<file path="src/rtl/mips_cpu_pkg.sv">
`default_nettype none
// ============================================================================
// Module   : mips_cpu_pkg
// Brief    : Shared types and byte-lane constants for the core load/store unit.
// Revision : 1.0 - initial release
// ============================================================================
package mips_cpu_pkg;

    typedef enum logic [1:0] {
        LSU_BYTE = 2'b00,
        LSU_HALF = 2'b01,
        LSU_WORD = 2'b10,
        LSU_RSVD = 2'b11
    } lsu_size_t;

    typedef enum logic [1:0] {
        IDLE = 2'd0,
        BUS  = 2'd1,
        DONE = 2'd2
    } lsu_state_t;

    localparam logic [3:0] c_be_none    = 4'b0000;
    localparam logic [3:0] c_be_byte0   = 4'b0001;
    localparam logic [3:0] c_be_half_lo = 4'b0011;
    localparam logic [3:0] c_be_half_hi = 4'b1100;
    localparam logic [3:0] c_be_word    = 4'b1111;

endpackage
`default_nettype wire

</file>
<file path="src/rtl/mips_cpu_lsu_align.sv">
`default_nettype none
// ============================================================================
// Module   : mips_cpu_lsu_align
// Brief    : Little-endian lane steering for stores and extraction/extension
//            for loads; purely combinational.
// Revision : 1.0 - initial release
// ============================================================================
module mips_cpu_lsu_align
    import mips_cpu_pkg::*;
(
    input  lsu_size_t   i_req_size,
    input  logic [1:0]  i_req_offset,
    input  logic [31:0] i_req_wdata,
    output logic [3:0]  o_be,
    output logic [31:0] o_wdata,
    output logic        o_misalign,
    input  lsu_size_t   i_ld_size,
    input  logic [1:0]  i_ld_offset,
    input  logic        i_ld_signed,
    input  logic [31:0] i_readdata,
    output logic [31:0] o_load_data
);

    logic [7:0]  w_byte;
    logic [15:0] w_half;

    always_comb begin
        o_be       = c_be_none;
        o_wdata    = i_req_wdata;
        o_misalign = 1'b0;
        case (i_req_size)
            LSU_BYTE: begin
                o_be    = c_be_byte0 << i_req_offset;
                o_wdata = {4{i_req_wdata[7:0]}};
            end
            LSU_HALF: begin
                o_be       = i_req_offset[1] ? c_be_half_hi : c_be_half_lo;
                o_wdata    = {2{i_req_wdata[15:0]}};
                o_misalign = i_req_offset[0];
            end
            LSU_WORD: begin
                o_be       = c_be_word;
                o_misalign = |i_req_offset;
            end
            default: o_misalign = 1'b1;
        endcase
    end

    assign w_byte = i_readdata[{i_ld_offset, 3'b000} +: 8];
    assign w_half = i_readdata[{i_ld_offset[1], 4'b0000} +: 16];

    always_comb begin
        o_load_data = i_readdata;
        case (i_ld_size)
            LSU_BYTE: o_load_data = {{24{i_ld_signed & w_byte[7]}}, w_byte};
            LSU_HALF: o_load_data = {{16{i_ld_signed & w_half[15]}}, w_half};
            default:  o_load_data = i_readdata;
        endcase
    end

endmodule
`default_nettype wire

</file>
<file path="src/rtl/mips_cpu_lsu.sv">
`default_nettype none
// ============================================================================
// Module   : mips_cpu_lsu
// Brief    : Load/store unit bridging the multicycle core to an Avalon-MM
//            master; one byte/half/word access per request.
// Revision : 1.0 - initial release
// ============================================================================
module mips_cpu_lsu
    import mips_cpu_pkg::*;
#(
    parameter int MAX_WAIT = 0
) (
    input  logic        clk,
    input  logic        rst,
    input  logic        req_valid,
    output logic        req_ready,
    input  logic        req_write,
    input  logic [1:0]  req_size,
    input  logic        req_signed,
    input  logic [31:0] req_addr,
    input  logic [31:0] req_wdata,
    output logic        rsp_valid,
    output logic [31:0] rsp_rdata,
    output logic        rsp_err,
    output logic [31:0] address,
    output logic        read,
    output logic        write,
    input  logic        waitrequest,
    output logic [31:0] writedata,
    output logic [3:0]  byteenable,
    input  logic [31:0] readdata
);

    localparam int CW = (MAX_WAIT > 0) ? $clog2(MAX_WAIT + 1) : 1;

    lsu_state_t  r_state;
    lsu_state_t  w_next_state;
    logic        r_write;
    lsu_size_t   r_size;
    logic        r_signed;
    logic [1:0]  r_offset;
    logic [31:0] r_address;
    logic [31:0] r_writedata;
    logic [3:0]  r_byteenable;
    logic [CW-1:0] r_wait_cnt;
    logic        r_rsp_err;
    logic [31:0] r_rsp_rdata;

    logic [3:0]  w_be;
    logic [31:0] w_wdata;
    logic        w_misalign;
    logic [31:0] w_load_data;
    logic        w_timeout;

    mips_cpu_lsu_align u_align (
        .i_req_size   (lsu_size_t'(req_size)),
        .i_req_offset (req_addr[1:0]),
        .i_req_wdata  (req_wdata),
        .o_be         (w_be),
        .o_wdata      (w_wdata),
        .o_misalign   (w_misalign),
        .i_ld_size    (r_size),
        .i_ld_offset  (r_offset),
        .i_ld_signed  (r_signed),
        .i_readdata   (readdata),
        .o_load_data  (w_load_data)
    );

    // Abort only while the slave is still stalling once the budget is used up.
    assign w_timeout = (MAX_WAIT > 0) && waitrequest && (r_wait_cnt == CW'(MAX_WAIT));

    always_ff @(posedge clk) begin
        if (rst) begin
            r_state <= IDLE;
        end else begin
            r_state <= w_next_state;
        end
    end

    always_comb begin
        w_next_state = r_state;
        case (r_state)
            IDLE: begin
                if (req_valid) begin
                    w_next_state = w_misalign ? DONE : BUS;
                end
            end
            BUS: begin
                if (!waitrequest || w_timeout) begin
                    w_next_state = DONE;
                end
            end
            DONE:    w_next_state = IDLE;
            default: w_next_state = IDLE;
        endcase
    end

    always_ff @(posedge clk) begin
        if (rst) begin
            r_write      <= 1'b0;
            r_size       <= LSU_BYTE;
            r_signed     <= 1'b0;
            r_offset     <= 2'b00;
            r_address    <= 32'h0;
            r_writedata  <= 32'h0;
            r_byteenable <= c_be_none;
            r_wait_cnt   <= '0;
            r_rsp_err    <= 1'b0;
            r_rsp_rdata  <= 32'h0;
        end else begin
            case (r_state)
                IDLE: begin
                    if (req_valid) begin
                        r_write      <= req_write;
                        r_size       <= lsu_size_t'(req_size);
                        r_signed     <= req_signed;
                        r_offset     <= req_addr[1:0];
                        r_address    <= {req_addr[31:2], 2'b00};
                        r_writedata  <= w_wdata;
                        r_byteenable <= w_be;
                        r_wait_cnt   <= '0;
                        r_rsp_err    <= w_misalign;
                        r_rsp_rdata  <= 32'h0;
                    end
                end
                BUS: begin
                    if (!waitrequest) begin
                        r_rsp_rdata <= r_write ? 32'h0 : w_load_data;
                        r_rsp_err   <= 1'b0;
                    end else if (w_timeout) begin
                        r_rsp_rdata <= 32'h0;
                        r_rsp_err   <= 1'b1;
                    end else if (r_wait_cnt != {CW{1'b1}}) begin
                        r_wait_cnt <= r_wait_cnt + 1'b1;
                    end
                end
                default: begin
                    r_rsp_err   <= 1'b0;
                    r_rsp_rdata <= 32'h0;
                end
            endcase
        end
    end

    assign req_ready  = (r_state == IDLE);
    assign rsp_valid  = (r_state == DONE);
    assign rsp_err    = r_rsp_err;
    assign rsp_rdata  = r_rsp_rdata;
    assign read       = (r_state == BUS) && !r_write;
    assign write      = (r_state == BUS) && r_write;
    assign address    = r_address;
    assign writedata  = r_writedata;
    assign byteenable = r_byteenable;

endmodule
`default_nettype wire
</file>
<file path="config.mk">
export PLATFORM = sky130hd
export DESIGN_NAME = mips_cpu_lsu
export DESIGN_NICKNAME = d
export VERILOG_FILES = /design/src/rtl/mips_cpu_pkg.sv /design/src/rtl/mips_cpu_lsu_align.sv /design/src/rtl/mips_cpu_lsu.sv
export SDC_FILE = /design/constraint.sdc
export NUM_CORES = 1
export LEC_CHECK = 0
export CORE_AREA = 2 2 113 115
export CTS_BUF_LIST = sky130_fd_sc_hd__clkbuf_16
export DETAILED_ROUTE_END_ITERATION = 10
export DIE_AREA = 0 0 115 117
export PLACE_DENSITY = 0.88
export SETUP_SLACK_MARGIN = 0.4
export SYNTH_ARGS = -nofsm -noshare
export SYNTH_HDL_FRONTEND = slang
export SYNTH_SLANG_ARGS = --single-unit
</file>
<file path="constraint.sdc">
create_clock -name clk -period 1.6 [get_ports clk]
set_input_delay 0.32 -clock clk [delete_from_list [all_inputs] [get_ports clk]]
set_output_delay 0.32 -clock clk [all_outputs]
set_load 0.005 [all_outputs]
</file>
Yosys cells after proc, flatten, opt, wreduce, memory -nomap -nowiden
Index checks and enable logic that the tools add are counted.
{"block": "totals", "ff_bits": 107, "input_bits": 104}
{"block": "op_classes", "mux": 16, "bitwise_logic": 2, "n_reduce_logical": 9, "n_shift": 3, "n_eq_ne": 7}
{"op": "$pmux 32 s2", "n": 3}
{"op": "$mux 32", "n": 3}
{"op": "$shiftx 32x6->16", "n": 1}
{"op": "$shiftx 32x6->8", "n": 1}
{"op": "$pmux 4 s3", "n": 1}
{"op": "$eq 2x1->1 const B", "n": 3}
{"op": "$logic_not 2->1", "n": 3}
{"op": "$mux 2", "n": 3}
{"op": "$eq 2x2->1 const B", "n": 2}
{"op": "$mux 4", "n": 1}
{"op": "$ne 2x2->1 const B", "n": 2}
{"op": "$pmux 2 s2", "n": 1}
{"op": "$reduce_and 2->1", "n": 2}
{"op": "$shl 1x2->4 const A", "n": 1}
{"op": "$pmux 1 s3", "n": 1}
{"op": "$and 1x1->1", "n": 2}
{"op": "$logic_and 1x1->1", "n": 2}
{"op": "$mux 1", "n": 2}
{"op": "$pmux 1 s2", "n": 1}
{"op": "$reduce_or 2->1", "n": 1}
{"op": "$logic_not 1->1", "n": 1}

Depth between registers and ports, before layout
Gate-level depths: netlist of run 1.
{"block": "depth", "depth_word": 6, "mapped_depth": 8}

Hierarchy
Synthesis of run 1 repeated with hierarchy kept, for this count alone.
{"block": "unflattened", "cells_unflattened": 688, "area_unflattened_um2": 5474.0}
{"mod": "mips_cpu_lsu", "area_per_inst_um2": 4292.9, "instances": 1, "seq_area_each_um2": 2142.1, "cells_per_inst": 522}
{"mod": "mips_cpu_lsu_align", "area_per_inst_um2": 1181.1, "instances": 1, "seq_area_each_um2": 0.0, "cells_per_inst": 166}

Worst setup path before layout of run 1
OpenSTA, ideal clock, no wires.
{"block": "synth_path", "path_type": "reg2reg", "start": "register r_offset[1]", "end": "register r_rsp_rdata[10], in the netlist rsp_rdata[10]", "n_path_buf": 0, "path_slack_ns": -0.079, "path_stages_with_launch": 5, "setup_time_ns": 0.117, "required_time_ns": 1.483, "period_less_slack_ns": 1.679, "arrival_time_ns": 1.561, "path_cell_list": "dfxtp_1 -> mux4_2 -> a31oi_2 -> o21ai_0 -> a32o_1"}
{"block": "synth_via", "elab_chain_cells": 6, "elab_cells_between_ends": 7, "classes_between": "shift: 2; mux: 4; bitwise: 1"}
{"item": "start: declaration", "line_no": "mips_cpu_lsu.sv:41", "text": "logic [1:0] r_offset;"}
{"item": "start signal: assignment", "line_no": "mips_cpu_lsu.sv:117", "text": "r_offset <= req_addr[1:0];"}
{"item": "$shiftx 32x6->8", "line_no": "mips_cpu_lsu_align.sv:49", "text": "assign w_byte = i_readdata[{i_ld_offset, 3'b000} +: 8];"}
{"item": "$and 1x1->1", "line_no": "mips_cpu_lsu_align.sv:55", "text": "LSU_BYTE: o_load_data = {{24{i_ld_signed & w_byte[7]}}, w_byte};"}
{"item": "$pmux 32 s2 (*)", "line_no": "mips_cpu_lsu_align.sv:54", "text": "case (i_ld_size)"}
{"item": "$mux 32 (*)", "line_no": "mips_cpu_lsu.sv:128", "text": "r_rsp_rdata <= r_write ? 32'h0 : w_load_data;"}
{"item": "$mux 32 (*)", "line_no": "mips_cpu_lsu.sv:127", "text": "if (!waitrequest) begin"}
{"item": "$pmux 32 s2 (*)", "line_no": "mips_cpu_lsu.sv:111", "text": "case (r_state)"}
{"item": "end signal: assignment", "line_no": "mips_cpu_lsu.sv:128"}
{"item": "end: declaration", "line_no": "mips_cpu_lsu.sv:47", "text": "logic [31:0] r_rsp_rdata;"}
Mark *: on every way between the ends. The rest lies on a longest branch, timed or not. The select of a mux whose other input is x is not followed.
A chain may end at the register's enable or synchronous reset.

Final worst setup path of run 1
{"block": "layout_path", "start": "register r_offset[1]", "end": "register r_rsp_rdata[13], in the netlist rsp_rdata[13]"}
The elaborated chain is that of the path after synthesis.

==> summary.md, run 1 <==
| Metric | Value |
|---|---|
| Placed Cells incl. Taps | `890` |
| Worst-Skew Late Latency | `360 ps` |
| Final period util | `104%` |
| CTS root buf | `clkbuf_16` |
| TritonRoute pass-1 iters | `7` |
| Layout net count | `911` |
| Critical Path AT | `1920 ps` |
| Avg WL per Cell | `21.4 um` |
| Final worst slack | `-62.0 ps` |
| Hold_sp | `rst` |
| Area Growth Syn to Fin | `92.7%` |
| Max Slew Vio Count | `0` |
| Worst Hold Path EP | `r_state[1]` |
| RSZ-0062 raised after global routing | `true` |
| Vias/cell | `5.67` |
| CTS tree | `yes` |
| Post-synth ARST share | `0%` |
| Layout cells sized above 1 | `60.8%` |
| FF-to-FF setup slack | `-60 ps` |
| Num rows | `41` |
| First-pass GRT wire length | `28100 um` |
| Status | `finished, violations left` |
| CTS sink cnt | `107` |
| Post-synth EDFFs | `0` |
| Reg-to-Reg Start | `r_offset[1]` |
| CP Max Fanout | `8` |
| Htree depth | `3` |
| Detail Placement HPWL | `11000 um` |
| Max-cap violations | `0` |
| Core ar. | `12300 um2` |
| Synth top area share | `46.7%` |
| DR iter-0 viols | `525` |
| Area leader, netlist | `dfxtp_1` |
| Worst setup EP type | `register` |
| IO Port Bufs | `206` |
| Die height | `117 um` |
| Clock Pin Slew Worst Setup and Hold Paths | `80 ps` |
| Mapped Area | `4590 um2` |
| Critical path cell sequence | `mux4_2 > a31oi_4 > o21ai_1 > a32o_1` |
| Total gr overflow | `0` |
| Clk buf depth | `2` |
| Largest stage delay, worst path | `520 ps` |
| Drt total wl | `20600 um` |
| Antenna fix cells | `0` |
| Num CTS Buffers | `9` |
| Hold Crit Class | `primary input to register` |
| Final cell count without fillers | `962` |
| GPL Wtd Cong | `0.885` |
| Worst Path Required | `1860 ps` |
| Worst-Margin Slew | `1220 ps` |
| Layout Skew | `13.2 ps` |
| Largest net degree at the start of global routing | `73` |
| WHS | `369 ps` |
| Commonest non-fill, non-tap cell in the layout | `buf_2` |
| Lkg Pwr | `3.97 nW` |
| Worst R2R End | `rsp_rdata[13]` |
| Crit path time final | `1660 ps` |
| Initial Util | `37.3%` |
| Util after Layout | `71.8%` |
| Mapped Cells | `536` |
| Failing checks | `negative setup slack` |
| Average footprint of a synthesized cell | `8.56 um2` |
| DRC viols | `0` |
| Worst setup SP type | `register` |
| Main synth FF type | `dfxtp_1` |
| Antenna violations before repair | `2` |
| Routed Antenna Nets | `0` |
| Synth area leaders | `dfxtp_1 47%, nand2_1 10%, mux2i_1 6.5%` |
| VDD IR-drop max | `0.000767 V` |
| # IOs | `209` |
| Gr usage total | `27.4%` |
| Synth warn | `0` |
| Vias | `5450` |
| Hold Crit Depth | `3` |
| Final Hold Viols | `0` |
| Setup-failing EPs final | `23` |
| Most frequent cells in the layout | `99 x buf_2, 98 x dfxtp_2, 94 x clkdlybuf4s50_1, 57 x nand2_4, 57 x nand2_1` |
| Die area | `13500 um2` |
| CP Class | `register to register` |
| Vias in the first global route | `5226` |
| Fmax | `602 MHz` |
| Yosys reg bits | `107` |
| Die Width | `115 um` |
| R2R cell count | `4` |
| Slowest-stage cell, CP | `mux4_2` |
| Seq/Total Area, Yosys | `46.7%` |
| Synth unique cells | `43` |
| Relative slew margins | `18.5%` |
| Power per cell area | `871 nW/um2` |
[power breakdown]
part / leakage, nW / internal [mW] / switching, mW / total, mW
Sequential: 0.920 / 2.84 / 0.159 / 3.00
Combinational: 2.88 / 1.09 / 0.988 / 2.08
Clock: 0.170 / 1.54 / 1.08 / 2.62
[cells in the mapped netlist, drive strengths merged, types with 13 or more instances]
cell type and n:
dfxtp 107, nand2b 13, nand2 127, nor2b 13
a221o 16, o21ai 34, buf 21, mux2i 30
nor2 25, clkbuf 26, a21oi 58
[routing by layer]
metal  routed length (um)  share of wire [%]  up-vias  global-route usage, %
met3                 1820                8.8       70                   8.24
met4                  782                3.8        4                   14.2
met2                10300                 50      310                   47.2
li1                     -                  -     2435                      -
met5                   23               0.11        -                      0
met1                 7640                 37     2631                   30.7
[how the worst max path moves through the flow]
stage,startpoint,end,slack [ps],cells after the start
6_report,r_offset[1],rsp_rdata[13],-60,4
5_1_grt,r_offset[1],rsp_rdata[11],-100,4
4_1_cts,r_offset[1],rsp_rdata[13],-20,4
3_5_place_dp,readdata[23],rsp_rdata[10],-440,5
3_3_place_gp,readdata[23],rsp_rdata[10],-450,5
2_1_floorplan,rst,rsp_rdata[27],20,7
[area by class of cell]
cell class                 instances  area (um2)
clock buffer                       9         225
clock inverter                     7         121
fill                             787        3470
inverter                           3        11.3
multi-input combinational        380        3180
sequential                       107        2280
tap                              150         188
timing repair buffer             306        2830
[sequential cells by signal, summed over array words and instances, names as in the netlist, 2 cells and up]
name,flops
writedata,32
r_offset,2
rsp_rdata,32
r_size,2
r_state,2
address,30
byteenable,4
[worst max-delay path: cells and delay by family (launching register included)]
family	cells	cell delay (ps)
DFF	1	370
AOI/OAI and AO/OA	3	660
muxes	1	520
[cell families after synthesis]
family	count (synthesis)	synth area share, %
compound gates	158	23.2
simple gates	188	17.7
other cells	1	0.0817
mux	32	7.28
flops	107	46.7
buf+inv	50	5.02
[stage by stage]
| step | TNS, ps | cell area [um2] | setup slack [ps] | power [mW] |
|---|---|---|---|---|
| finish | -656 | 8840 | -62.0 | 7.70 |
| global route | -1930 | 8840 | -104 | 7.95 |
| CTS | -74.0 | 8170 | -19.0 | 7.33 |
| detailed placement | -21860 | 7100 | -440 | 4.38 |
| global placement | -20130 | 7100 | -451 | 4.36 |
| floorplan | 0 | 4760 | 22.4 | 3.59 |
[what timing repair did]
item / 4_1_cts / 5_1_grt
pin swaps: 124 / 56
setup buffers: 35 / 10
hold buffers: 0 / 0
gates cloned: 7 / 4
endpoints found under the setup margin: 210 / 119
resized for setup: 677 / 123
Power figures use the tool's default switching activity.
==> run 2: changes to the inputs <==
--- a/config.mk
+++ b/config.mk
@@ -11,6 +11,7 @@
 export DIE_AREA = 0 0 115 117
 export PLACE_DENSITY = 0.88
 export SETUP_SLACK_MARGIN = 0.4
+export SLEW_MARGIN = 20
 export SYNTH_ARGS = -nofsm -noshare
 export SYNTH_HDL_FRONTEND = slang
 export SYNTH_SLANG_ARGS = --single-unit
==> results of run 2 <==
Same layout as run 1: the final DEF is identical, and so are final timing and power.
